==> src/rtl/operand_mux_arbiter_if.sv <==
// Handshake bundle between two operand requesters, the shared mux arbiter and the
// downstream pipeline-stage consumer.
interface operand_mux_arbiter_if #(
    parameter int unsigned WIDTH = 4
);
    logic             req0;
    logic [WIDTH-1:0] data0;
    logic             req1;
    logic [WIDTH-1:0] data1;
    logic             gnt0;
    logic             gnt1;
    logic             sel;
    logic             out_valid;
    logic [WIDTH-1:0] out_data;
    logic             out_ready;

    // Requesters and consumer side
    modport master (
        output req0, data0, req1, data1, out_ready,
        input  gnt0, gnt1, sel, out_valid, out_data
    );

    // Arbiter side
    modport slave (
        input  req0, data0, req1, data1, out_ready,
        output gnt0, gnt1, sel, out_valid, out_data
    );
endinterface

==> src/rtl/operand_mux_arbiter.sv <==
// Round-robin arbiter for a shared 2-to-1 operand mux feeding a one-entry registered
// output slot, with saturating per-requester grant counters for debug visibility.
module operand_mux_arbiter #(
    parameter int unsigned WIDTH    = 4,
    parameter bit          INIT_PRI = 1'b0,
    parameter int unsigned CNT_W    = 8
) (
    input  logic                  clk,
    input  logic                  rst,
    operand_mux_arbiter_if.slave  bus,
    output logic [CNT_W-1:0]      gnt_cnt0,
    output logic [CNT_W-1:0]      gnt_cnt1
);

    typedef enum logic {
        EMPTY = 1'b0,
        FULL  = 1'b1
    } state_e;

    state_e             state_q, state_d;
    logic [WIDTH-1:0]   out_data_q, out_data_d;
    logic               sel_q, sel_d;
    logic               pri_q, pri_d;
    logic [CNT_W-1:0]   cnt0_q, cnt0_d;
    logic [CNT_W-1:0]   cnt1_q, cnt1_d;
    logic               can_load_c;
    logic               gnt0_c;
    logic               gnt1_c;

    // Grant decision: slot free or draining this cycle, ties go to the priority holder
    always_comb begin
        gnt0_c     = 1'b0;
        gnt1_c     = 1'b0;
        can_load_c = (state_q == EMPTY) || bus.out_ready;
        if (!rst && can_load_c) begin
            if (bus.req0 && (!bus.req1 || !pri_q)) begin
                gnt0_c = 1'b1;
            end else if (bus.req1) begin
                gnt1_c = 1'b1;
            end
        end
    end

    // Next-state: capture on grant, otherwise hold or drain
    always_comb begin
        state_d    = state_q;
        out_data_d = out_data_q;
        sel_d      = sel_q;
        pri_d      = pri_q;
        cnt0_d     = cnt0_q;
        cnt1_d     = cnt1_q;
        if (gnt0_c) begin
            state_d    = FULL;
            out_data_d = bus.data0;
            sel_d      = 1'b0;
            pri_d      = 1'b1;
            if (cnt0_q != {CNT_W{1'b1}}) begin
                cnt0_d = cnt0_q + CNT_W'(1);
            end
        end else if (gnt1_c) begin
            state_d    = FULL;
            out_data_d = bus.data1;
            sel_d      = 1'b1;
            pri_d      = 1'b0;
            if (cnt1_q != {CNT_W{1'b1}}) begin
                cnt1_d = cnt1_q + CNT_W'(1);
            end
        end else if ((state_q == FULL) && bus.out_ready) begin
            state_d = EMPTY;
        end
    end

    always_ff @(posedge clk) begin
        if (rst) begin
            state_q    <= EMPTY;
            out_data_q <= '0;
            sel_q      <= 1'b0;
            pri_q      <= INIT_PRI;
            cnt0_q     <= '0;
            cnt1_q     <= '0;
        end else begin
            state_q    <= state_d;
            out_data_q <= out_data_d;
            sel_q      <= sel_d;
            pri_q      <= pri_d;
            cnt0_q     <= cnt0_d;
            cnt1_q     <= cnt1_d;
        end
    end

    assign bus.gnt0      = gnt0_c;
    assign bus.gnt1      = gnt1_c;
    assign bus.sel       = sel_q;
    assign bus.out_valid = (state_q == FULL);
    assign bus.out_data  = out_data_q;
    assign gnt_cnt0      = cnt0_q;
    assign gnt_cnt1      = cnt1_q;

endmodule

==> src/flat_wrapper.sv <==
// flat-port wrapper written by rule: the top's interface ports become plain ports
module operand_mux_arbiter_flat 
#(
    parameter int unsigned WIDTH    = 4,
    parameter bit          INIT_PRI = 1'b0,
    parameter int unsigned CNT_W    = 8
)
  (clk, rst, gnt_cnt0, gnt_cnt1, bus_req0, bus_data0, bus_req1, bus_data1, bus_out_ready, bus_gnt0, bus_gnt1, bus_sel, bus_out_valid, bus_out_data);
  operand_mux_arbiter_if #(.WIDTH(WIDTH)) bus_i ();
  input  logic clk;
  input  logic rst;
  output logic [CNT_W-1:0] gnt_cnt0;
  output logic [CNT_W-1:0] gnt_cnt1;
  input wire logic [$bits(bus_i.req0)-1:0] bus_req0;
  input wire logic [$bits(bus_i.data0)-1:0] bus_data0;
  input wire logic [$bits(bus_i.req1)-1:0] bus_req1;
  input wire logic [$bits(bus_i.data1)-1:0] bus_data1;
  input wire logic [$bits(bus_i.out_ready)-1:0] bus_out_ready;
  output wire logic [$bits(bus_i.gnt0)-1:0] bus_gnt0;
  output wire logic [$bits(bus_i.gnt1)-1:0] bus_gnt1;
  output wire logic [$bits(bus_i.sel)-1:0] bus_sel;
  output wire logic [$bits(bus_i.out_valid)-1:0] bus_out_valid;
  output wire logic [$bits(bus_i.out_data)-1:0] bus_out_data;
  assign bus_i.req0 = bus_req0;
  assign bus_i.data0 = bus_data0;
  assign bus_i.req1 = bus_req1;
  assign bus_i.data1 = bus_data1;
  assign bus_i.out_ready = bus_out_ready;
  assign bus_gnt0 = bus_i.gnt0;
  assign bus_gnt1 = bus_i.gnt1;
  assign bus_sel = bus_i.sel;
  assign bus_out_valid = bus_i.out_valid;
  assign bus_out_data = bus_i.out_data;
  operand_mux_arbiter #(.WIDTH(WIDTH), .INIT_PRI(INIT_PRI), .CNT_W(CNT_W)) u_core (.clk(clk), .rst(rst), .bus(bus_i), .gnt_cnt0(gnt_cnt0), .gnt_cnt1(gnt_cnt1));
endmodule
==> config.mk <==
export PLATFORM = sky130hd
export DESIGN_NAME = operand_mux_arbiter_flat
export DESIGN_NICKNAME = d
export VERILOG_FILES = /design/src/rtl/operand_mux_arbiter_if.sv /design/src/rtl/operand_mux_arbiter.sv /design/src/flat_wrapper.sv
export SDC_FILE = /design/constraint.sdc
export NUM_CORES = 1
export LEC_CHECK = 0
export ABC_AREA = 1
export BUFFER_PORTS_ARGS = -buffer_cell sky130_fd_sc_hd__buf_2
export CELL_PAD_IN_SITES_DETAIL_PLACEMENT = 1
export CELL_PAD_IN_SITES_GLOBAL_PLACEMENT = 2
export CORE_ASPECT_RATIO = 1.1
export CORE_MARGIN = 1.5
export CORE_UTILIZATION = 24
export CTS_CLUSTER_SIZE = 14
export DETAILED_ROUTE_END_ITERATION = 8
export PLACE_DENSITY_LB_ADDON = 0.1
export SETUP_SLACK_MARGIN = 0.05
export SYNTH_ARGS = -nofsm -noshare
export SYNTH_HDL_FRONTEND = slang
export SYNTH_SLANG_ARGS = --single-unit
export TNS_END_PERCENT = 20
==> constraint.sdc <==
create_clock -name clk -period 1.35 [get_ports clk]
set_input_delay 0.405 -clock clk [delete_from_list [all_inputs] [get_ports clk]]
set_output_delay 0.405 -clock clk [all_outputs]
set_load 0.05 [all_outputs]
==> results of run 1 <==
## power by group through the flow
stage | Sequential [uW] | Combinational, uW | Clock [uW]
floorplan | 858 | 164 | 0
CTS | 742 | 462 | 477
global route | 747 | 523 | 499
detailed placement | 756 | 401 | 0
finish | 741 | 483 | 447
global placement | 754 | 393 | 0
## worst max-delay path: stages (launching register included)
cell,delay [ns]
dfxtp_4,0.39
nand2_8,0.06
nand2_8,0.08
nand2_4,0.05
nor2_4,0.10
buf_6,0.17
## state kept, by name, summed over array words and instances, names as in the netlist
| signal | count |
|---|---|
| u_core.gnt_cnt1 | 8 |
| u_core.pri_q | 1 |
| u_core.bus.sel | 1 |
| u_core.bus.out_data | 4 |
| u_core.bus.out_valid | 1 |
| u_core.gnt_cnt0 | 8 |
## layout make-up
class | count | area, sq um
fillers | 635 | 2980
multi-input cells | 144 | 901
flip-flops and latches | 23 | 498
repair buffers | 56 | 455
inverters | 27 | 113
well taps | 58 | 72.6
clock buffers | 4 | 45.0
## metal layers
metal / up-vias / wire (um) / track usage [%]
met5: - / 0 / 0
li1: 731 / - / -
met3: 2 / 98 / 1.89
met4: 0 / 25 / 3.96
met2: 21 / 2090 / 27.6
met1: 684 / 1810 / 17.5
## kinds of logic after synthesis
family                   Yosys count  share of synthesized area [%]
XOR/XNOR                           4                           2.73
buffers and inverters             28                           8.77
flip-flops                        23                           35.9
AO/OA/AOI/OAI                     21                           8.77
AND/OR/NAND/NOR                  116                           41.9
adder cells (fa/ha/maj)            2                           1.95
## cells in the final DEF (no fill, tap or decap), types with 2 or more instances in the layout
| cell type | count |
|---|---|
| buf_6 | 10 |
| buf_2 | 16 |
| a21oi_1 | 9 |
| nand3_1 | 9 |
| nand2_8 | 4 |
| clkbuf_8 | 3 |
| xor2_1 | 3 |
| nand2_1 | 46 |
| buf_4 | 23 |
| nor2_1 | 26 |
| nand3_2 | 2 |
| inv_1 | 23 |
| nand2_2 | 6 |
| nor2_2 | 6 |
| o21ai_0 | 5 |
| clkbuf_4 | 2 |
| nand4_1 | 3 |
| dfxtp_4 | 6 |
| nor2_4 | 3 |
| o21ai_1 | 2 |
| a21oi_2 | 2 |
| dfxtp_2 | 12 |
| nand2_4 | 7 |
| buf_8 | 5 |
| dfxtp_1 | 5 |
| nand3_4 | 2 |
## worst max-delay path by stage
stage | endpoint | cells past startpoint | from | slack [ns]
floorplan | u_core.gnt_cnt1[4] | 7 | bus_req1 | -0.07
global placement | u_core.bus.out_data[3] | 8 | bus_req1 | -0.23
detailed placement | u_core.bus.out_data[3] | 8 | bus_req1 | -0.26
CTS | bus_gnt1 | 5 | u_core.pri_q | -0.17
global route | bus_gnt1 | 5 | u_core.pri_q | -0.20
finish | bus_gnt1 | 5 | u_core.pri_q | -0.16
## what timing repair did
action / 4_1_cts / 5_1_grt
cloned: 0 / 1
resized for setup: 50 / 25
endpoints found under the setup margin: 34 / 33
buffers inserted: 4 / 4
pin swaps: 14 / 13
## per-stage QoR
step,hold slack (ns),TNS [ns],cells,util [%]
after floorplan,0.464,-0.377,194,-
after global placement,0.463,-2.77,302,34.3
after detailed placement,0.480,-3.67,302,34.3
after CTS,0.458,-0.300,310,39.2
after global routing,0.468,-0.482,312,41.1
final,0.462,-0.260,312,41.1
==> reports/metrics.yaml, run 1 <==
share_comb_of_total_power_pct: 28.9
postRouteWirelength_um: 4020
hold-path-endpoint: "u_core.bus.out_data[0]"
portBuffers: 36
gr-total-overflow: 0
yosys.cell_types.count: 25
antennaDiodeCount: 0
place_hpwl_um: 2950
grt_start_max_net_pins: 18
timing.critical_path.from_type: "flip-flop"
timing_hold_violations_final: 0
cts_tree: "built"
drv.max_cap_violation_count: 0
ys_top_cells_by_count: "57 x nand2_1, 32 x nor2_1, 24 x inv_1"
via_count: 1438
ratio_of_cells_with_drive_above_1_in_the_final_layout_pct: 46.1
seqPwrFrac_pct: 44.3
floorplan.die.height_um: 79.7
coreArea_sq_um: 5070
setup_crit_path_kind: "flip-flop to primary output"
grt_pass1_wl_um: 6780
synthDominantCellAreaShare_pct: 35.9
slew-limit-headroom_pct: 82.7
timing.reg2reg.setup_slack_ns: 0.05
critical_path_arrival_ns: 1.10
netlist_top_cells_area: "dfxtp_1 36%, nand2_1 17%, nor2_1 9.4%, inv_1 7.0%, nand3_1 4.7%"
yosys_warnings: 0
worst_slew_pin_slew_ns: 0.258
design_power_uw: 1670
post_synth_inst_count: 194
die_width_um: 72.7
power-per-cell-area_nw_per_um2: 802
cellLeakagePower_uw: 0.000988
crit_required_ns: 0.95
floorplan.initialDensity_pct: 25.3
hold_start: "bus_data0[0]"
syn_avg_cell_area_sq_um: 6.62
final_antenna_net_count: 0
worst_r2r_endpoint: "u_core.gnt_cnt0[5]"
power.switching_fraction_pct: 34.1
min_period_over_period_pct: 112
dr.pass1.iters: 4
wl_per_cell_um: 12.9
irDropWorstVdd_uv: 358
clkSlewWorstSetupHoldPaths_ns: 0.09
switching_power_uw: 569
mappedNetlistNets: 209
worst_skew_pair.late_latency_ns: 0.27
vias_per_cell: 4.61
first_global_vias: 1541
drv_slew: 0
io_pins: 37
cts_buffers: 3
outcome: "complete, but fails checks"
finish.net_count: 270
dr.first_iter.drc_count: 27
total_non_filler_cell_area_in_the_finished_layout_sq_um: 2080
ctsRootBufferMaster: "clkbuf_8"
crit_fanout: 2
number_of_synthesized_register_bits: 23
fp.dieArea_sq_um: 5800
placement_rows: 27
power_frac_clock_pct: 26.8
most_frequent_cell_after_synthesis: "nand2_1"
post_synthesis_instance_area_sq_um: 1280
clk_sink_count: 23
post-place-ws_ns: -0.257
clock_tree.htree_level_count: 1
synth-async-reset-ratio_pct: 0
grt_util_all_layers_pct: 14.8
cell_internal_pwr_uw: 1100
grt_antenna_before_repair: 0
syn2layout_area_growth_pct: 62.4
timing.reg2reg.worst_path_depth: 11
cts_hold_buf: 0
final_critical_path_setup_slack_ns: -0.159
worst_hold_path_type: "primary input to flip-flop"
netlist.top_cell.by_area: "dfxtp_1"
timing.fmax_ghz: 0.663
synth_top_flop_cell: "dfxtp_1"
setup_viol: 2
post_dp_cell_area_sq_um: 1740
grt_setup_unrepaired: "yes"
failed_checks: "negative setup slack"
cts_buffer_depth: 2
regToRegStartpoint: "u_core.pri_q"
worst_setup_path_end_kind: "primary output"
post-route-drc-count: 0
post_synth_edffs: 0
seq_total_area_yosys_pct: 35.9
gp_congestion: 0.790
period_minus_slack_ns: 1.51
whs_path_depth: 5
fin_worst_skew_ns: 0.00908
(Power assumes the default switching activity.)
==> run 2: changes to the inputs <==
--- a/config.mk
+++ b/config.mk
@@ -9,3 +9,3 @@
 export BUFFER_PORTS_ARGS = -buffer_cell sky130_fd_sc_hd__buf_2
-export CELL_PAD_IN_SITES_DETAIL_PLACEMENT = 1
+export CELL_PAD_IN_SITES_DETAIL_PLACEMENT = 2
 export CELL_PAD_IN_SITES_GLOBAL_PLACEMENT = 2
--- a/constraint.sdc
+++ b/constraint.sdc
@@ -3,2 +3,2 @@
 set_output_delay 0.405 -clock clk [all_outputs]
-set_load 0.05 [all_outputs]
+set_load 0.01 [all_outputs]
==> reports/metrics.yaml, run 2 (synthesis results as in run 1) <==
outcome: "complete, but fails checks"  # unchanged
failed_checks: "negative setup slack"  # unchanged
coreArea_sq_um: 5070  # unchanged
ctsRootBufferMaster: "clkbuf_8"  # unchanged
cell_internal_pwr_uw: 1120  # was 1100 uW
share_comb_of_total_power_pct: 25.7  # was 28.9%
antennaDiodeCount: 0  # unchanged
crit_path_frequent_cell: "nand2_4"  # was nand2_8
commonest_cells_after_routing_fill_and_taps_aside: "48 x nand2_1, 29 x buf_2, 26 x nor2_1, 23 x inv_1, 23 x buf_4"  # was 46 x nand2_1, 26 x nor2_1, 23 x inv_1, 23 x buf_4, 16 x buf_2
cts_hold_buf: 0  # unchanged
timing.critical_path.from_type: "flip-flop"  # unchanged
timing.critical_path.slowest_stage_cell: "dfxtp_2"  # was dfxtp_4
critPathBufInv: 2  # was 1
floorplan.initialDensity_pct: 25.3  # unchanged
worst_skew_pair.late_latency_ns: 0.28  # was 0.27 ns
gp_congestion: 0.757  # was 0.790
clock_tree.htree_level_count: 1  # unchanged
syn2layout_area_growth_pct: 66.6  # was 62.4%
wl_per_cell_um: 15.2  # was 12.9 um
floorplan.die.height_um: 79.7  # unchanged
max_stage_delay_ns: 0.35  # was 0.39 ns
total_non_filler_cell_area_in_the_finished_layout_sq_um: 2140  # was 2080 sq um
drv.max_cap_violation_count: 0  # unchanged
fin_worst_skew_ns: 0.00642  # was 0.00908 ns
cellLeakagePower_uw: 0.00103  # was 0.000988 uW
power-per-cell-area_nw_per_um2: 767  # was 802 nW/um^2
clk_sink_count: 23  # unchanged
worst_setup_path_end_kind: "primary output"  # unchanged
clkSlewWorstSetupHoldPaths_ns: 0.10  # was 0.09 ns
fillerInstances: 589  # was 635
irDropWorstVdd_uv: 336  # was 358 uV
grt_antenna_before_repair: 0  # unchanged
period_minus_slack_ns: 1.52  # was 1.51 ns
multi_input_comb_area_sq_um: 902  # was 901 sq um
placement_rows: 27  # unchanged
drv_slew: 0  # unchanged
post_route_utilization_pct: 42.2  # was 41.1%
timing.reg2reg.setup_slack_ns: -0.09  # was 0.05 ns
power_frac_clock_pct: 29.1  # was 26.8%
grt_pass1_wl_um: 7880  # was 6780 um
gr-total-overflow: 0  # unchanged
portBuffers: 36  # unchanged
final_critical_path_setup_slack_ns: -0.170  # was -0.159 ns
setup_viol: 17  # was 2
worst_hold_path_type: "primary input to flip-flop"  # unchanged
post-route-drc-count: 0  # unchanged
dr.pass1.iters: 3  # was 4
first_global_vias: 1671  # was 1541
timing.fmax_ghz: 0.658  # was 0.663 GHz
critical_path_arrival_ns: 1.11  # was 1.10 ns
slew-limit-headroom_pct: 82.6  # was 82.7%
seqPwrFrac_pct: 45.2  # was 44.3%
crit_required_ns: 0.95  # about the same
die_width_um: 72.7  # unchanged
finish.net_count: 283  # was 270
switching_power_uw: 520  # was 569 uW
via_count: 1532  # was 1438
critical_path.cell_chain: "nand2_4 -> nand2_4 -> buf_12 -> nor2_8 -> buf_6"  # was nand2_8 -> nand2_8 -> nand2_4 -> nor2_4 -> buf_6
vias_per_cell: 4.71  # was 4.61
final-seq-area_sq_um: 479  # was 498 sq um
worst_path_dominant_cell_family: "flip-flops"  # unchanged
grt_setup_unrepaired: "yes"  # unchanged
ratio_of_cells_with_drive_above_1_in_the_final_layout_pct: 47.9  # was 46.1%
layout_commonest_cell: "nand2_1"  # unchanged
cts_tree: "built"  # unchanged
cts_buffers: 3  # unchanged
timing_hold_violations_final: 0  # unchanged
fp.dieArea_sq_um: 5800  # unchanged
crit_fanout: 2  # unchanged
grt_start_max_net_pins: 18  # unchanged
setup_crit_path_kind: "flip-flop to primary output"  # unchanged
io_pins: 37  # unchanged
grt_util_all_layers_pct: 17.5  # was 14.8%
final_hold_slack_ns: 0.444  # was 0.462 ns
post_dp_cell_area_sq_um: 1710  # was 1740 sq um
postRouteWirelength_um: 4930  # was 4020 um
cts_buffer_depth: 2  # unchanged
power.switching_fraction_pct: 31.7  # was 34.1%
worst_slew_pin_slew_ns: 0.259  # was 0.258 ns
dr.first_iter.drc_count: 24  # was 27
final_antenna_net_count: 0  # unchanged
place_hpwl_um: 3550  # was 2950 um
min_period_over_period_pct: 113  # was 112%
## run 2: metrics by stage
step	setup TNS, ns	setup WS, ns	total power, uW	std cells
2_1_floorplan	0	0.0528	906	194
3_3_place_gp	-2.04	-0.175	1030	308
3_5_place_dp	-3.24	-0.194	1050	308
4_1_cts	-0.398	-0.203	1590	318
5_1_grt	-2.61	-0.210	1720	325
6_report	-0.975	-0.170	1640	325
## run 2: power by group through the flow
stage	sequential, uW	clock (uW)	combinational [uW]
5_1_grt	745	507	464
6_report	741	477	421
2_1_floorplan	764	0	142
4_1_cts	737	489	359
3_5_place_dp	749	0	299
3_3_place_gp	746	0	283
## run 2: final cells by class
class	count	area share, %
repair buffers	68	24.5
flip-flops and latches	23	22.4
inverters	27	5.32
clock inverters	1	0.234
clock buffers	3	1.93
multi-input cells	145	42.2
well taps	58	3.39
## run 2: final timing paths
| kind | end | depth (start not counted) | start |
|---|---|---|---|
| worst max-delay path | bus_gnt0 | 5 | u_core.pri_q |
| worst min-delay path | u_core.bus.out_data[0] | 5 | bus_data1[0] |
| worst max register to register | u_core.gnt_cnt1[2] | 10 | u_core.pri_q |
| worst min register to register | u_core.gnt_cnt1[6] | 2 | u_core.gnt_cnt1[6] |
## run 2: worst register-to-register path, delay by kind of cell (launching register included)
| family | cells | cell delay, ns |
|---|---|---|
| buf+inv | 3 | 0.37 |
| flops | 1 | 0.36 |
| simple gates | 7 | 0.62 |
## run 2: metal layers
metal	GRT usage, %	routed length [um]	vias up
li1	-	-	754
met1	19.6	2010	753
met2	33.9	2760	21
met3	2.53	120	4
met4	3.96	39	0
met5	0	0	-
## run 2: repair_timing
action / 4_1_cts / 5_1_grt
buffers inserted: 5 / 6
setup endpoints to repair: 27 / 30
hold endpoints to repair: 0 / 0
resized for setup: 32 / 40
cloned: 1 / 1
pin swaps: 12 / 15
==> run 3: changes to the inputs <==
RECOVER_POWER = 25   (was default)
==> reports/metrics.yaml, run 3 (synthesis results as in run 1) <==
drv_slew: 0  # unchanged
clk_sink_count: 23  # unchanged
grt_util_all_layers_pct: 17.5  # unchanged
floorplan.die.height_um: 79.7  # unchanged
total_non_filler_cell_area_in_the_finished_layout_sq_um: 2130  # was 2140 sq um
drv.max_cap_violation_count: 0  # unchanged
worst_slew_pin_slew_ns: 0.259  # about the same
timing.critical_path.slowest_stage_cell: "dfxtp_2"  # unchanged
failed_checks: "negative setup slack"  # unchanged
timing.fmax_ghz: 0.658  # about the same
ctsRootBufferMaster: "clkbuf_8"  # unchanged
worst_setup_path_end_kind: "primary output"  # unchanged
grt_pass1_wl_um: 7880  # unchanged
ratio_of_cells_with_drive_above_1_in_the_final_layout_pct: 46.8  # was 47.9%
grt_start_max_net_pins: 18  # unchanged
setup_viol: 17  # unchanged
timing_hold_violations_final: 0  # unchanged
first_global_vias: 1671  # unchanged
via_count: 1532  # unchanged
placedCellCount: 308  # unchanged
grt_setup_unrepaired: "yes"  # unchanged
syn2layout_area_growth_pct: 66.3  # was 66.6%
post_dp_cell_area_sq_um: 1710  # unchanged
placement_rows: 27  # unchanged
cts_buffer_depth: 2  # unchanged
worst_skew_pair.late_latency_ns: 0.28  # about the same
vias_per_cell: 4.71  # unchanged
setup_crit_path_kind: "flip-flop to primary output"  # unchanged
dr.first_iter.drc_count: 24  # unchanged
gp_congestion: 0.757  # unchanged
die_width_um: 72.7  # unchanged
final_critical_path_setup_slack_ns: -0.170  # about the same
crit_fanout: 2  # unchanged
clkSlewWorstSetupHoldPaths_ns: 0.10  # about the same
crit_required_ns: 0.95  # about the same
io_pins: 37  # unchanged
fillerInstances: 592  # was 589
portBuffers: 36  # unchanged
max_stage_delay_ns: 0.35  # about the same
period_minus_slack_ns: 1.52  # about the same
fin_worst_skew_ns: 0.00637  # was 0.00642 ns
commonest_cells_after_routing_fill_and_taps_aside: "48 x nand2_1, 26 x nor2_1, 26 x buf_2, 23 x inv_1, 23 x buf_4"  # was 48 x nand2_1, 29 x buf_2, 26 x nor2_1, 23 x inv_1, 23 x buf_4
slew-limit-headroom_pct: 82.6  # about the same
outcome: "complete, but fails checks"  # unchanged
layoutNonFillerInstCount: 325  # unchanged
grt_antenna_before_repair: 0  # unchanged
floorplan.initialDensity_pct: 25.3  # unchanged
post-place-ws_ns: -0.194  # unchanged
min_period_over_period_pct: 113  # about the same
layout_commonest_cell: "nand2_1"  # unchanged
antennaDiodeCount: 0  # unchanged
postRouteWirelength_um: 4930  # about the same
final_antenna_net_count: 0  # unchanged
crit_path_frequent_cell: "nand2_4"  # unchanged
cts_hold_buf: 0  # unchanged
wl_per_cell_um: 15.2  # about the same
cts_buffers: 3  # unchanged
cts_tree: "built"  # unchanged
critical_path_arrival_ns: 1.11  # about the same
gr-total-overflow: 0  # unchanged
coreArea_sq_um: 5070  # unchanged
finish.net_count: 283  # unchanged
power-per-cell-area_nw_per_um2: 767  # about the same
place_hpwl_um: 3550  # unchanged
timing.critical_path.from_type: "flip-flop"  # unchanged
post-route-drc-count: 0  # unchanged
fp.dieArea_sq_um: 5800  # unchanged
cellLeakagePower_uw: 0.00102  # was 0.00103 uW
dr.pass1.iters: 3  # unchanged
worst_hold_path_type: "primary input to flip-flop"  # unchanged
critical_path.cell_chain: "nand2_4 -> nand2_4 -> buf_12 -> nor2_8 -> buf_6"  # unchanged
clock_tree.htree_level_count: 1  # unchanged
irDropWorstVdd_uv: 336  # about the same
run 3: cell count changes in the layout (fill, tap and decap cells not counted):
cell and delta:
clkbuf_1 +3, buf_2 -3
run 3: power by group:
part	total, uW	internal, uW	leakage, uW	switching, uW
Combinational	419	196	0.000805	223
Sequential	741	713	0.000193	28.1
Clock	477	207	0.0000255	270
Total	1640	1120	0.00102	520
run 3: cell type report:
type | count | area (sq um) | area share, %
tap | 58 | 72.6 | 3.40
clock inverter | 1 | 5.00 | 0.234
multi-input combinational | 145 | 902 | 42.3
sequential | 23 | 479 | 22.5
timing repair buffer | 68 | 520 | 24.4
clock buffer | 3 | 41.3 | 1.93
inverter | 27 | 114 | 5.33
run 3: path summary, 6_finish.rpt:
path	from	end	slack, ns	cells after the start
worst min register to register	u_core.gnt_cnt1[6]	u_core.gnt_cnt1[6]	0.53	2
worst min-delay path	bus_data1[0]	u_core.bus.out_data[0]	0.44	5
worst max register to register	u_core.pri_q	u_core.gnt_cnt1[2]	-0.09	10
worst max-delay path	u_core.pri_q	bus_gnt0	-0.17	5
run 3: worst max-delay path: cells and delay by family (launching register included):
| family | cells | cell delay [ns] |
|---|---|---|
| flip-flops | 1 | 0.35 |
| AND/OR/NAND/NOR | 3 | 0.24 |
| buffers and inverters | 2 | 0.24 |
run 3: per-stage QoR:
step                      TNS [ns]  power (uW)  utilization, %  hold slack [ns]
after global routing         -2.61        1710            42.1            0.474
final                       -0.973        1640            42.1            0.444
after CTS                   -0.398        1590            38.1            0.449
after global placement       -2.04        1030            33.7            0.475
after detailed placement     -3.24        1050            33.7            0.504
after floorplan                  0         906               -            0.455
run 3: per-layer routing:
metal  part of all wire [%]  up-vias  track usage (%)
met5                      0        -                0
met4                   0.79        0             3.96
met3                    2.4        4             2.53
met2                     56       21             33.9
met1                     41      753             19.6
li1                       -      754                -
run 3: timing repair:
| action | in CTS | in global routing |
|---|---|---|
| cloned | 1 | 1 |
| setup buffers | 5 | 6 |
| setup endpoints to repair | 27 | 30 |
| pin swaps | 12 | 15 |
| gates resized for setup | 32 | 40 |
| endpoints found under the hold margin | 0 | 0 |
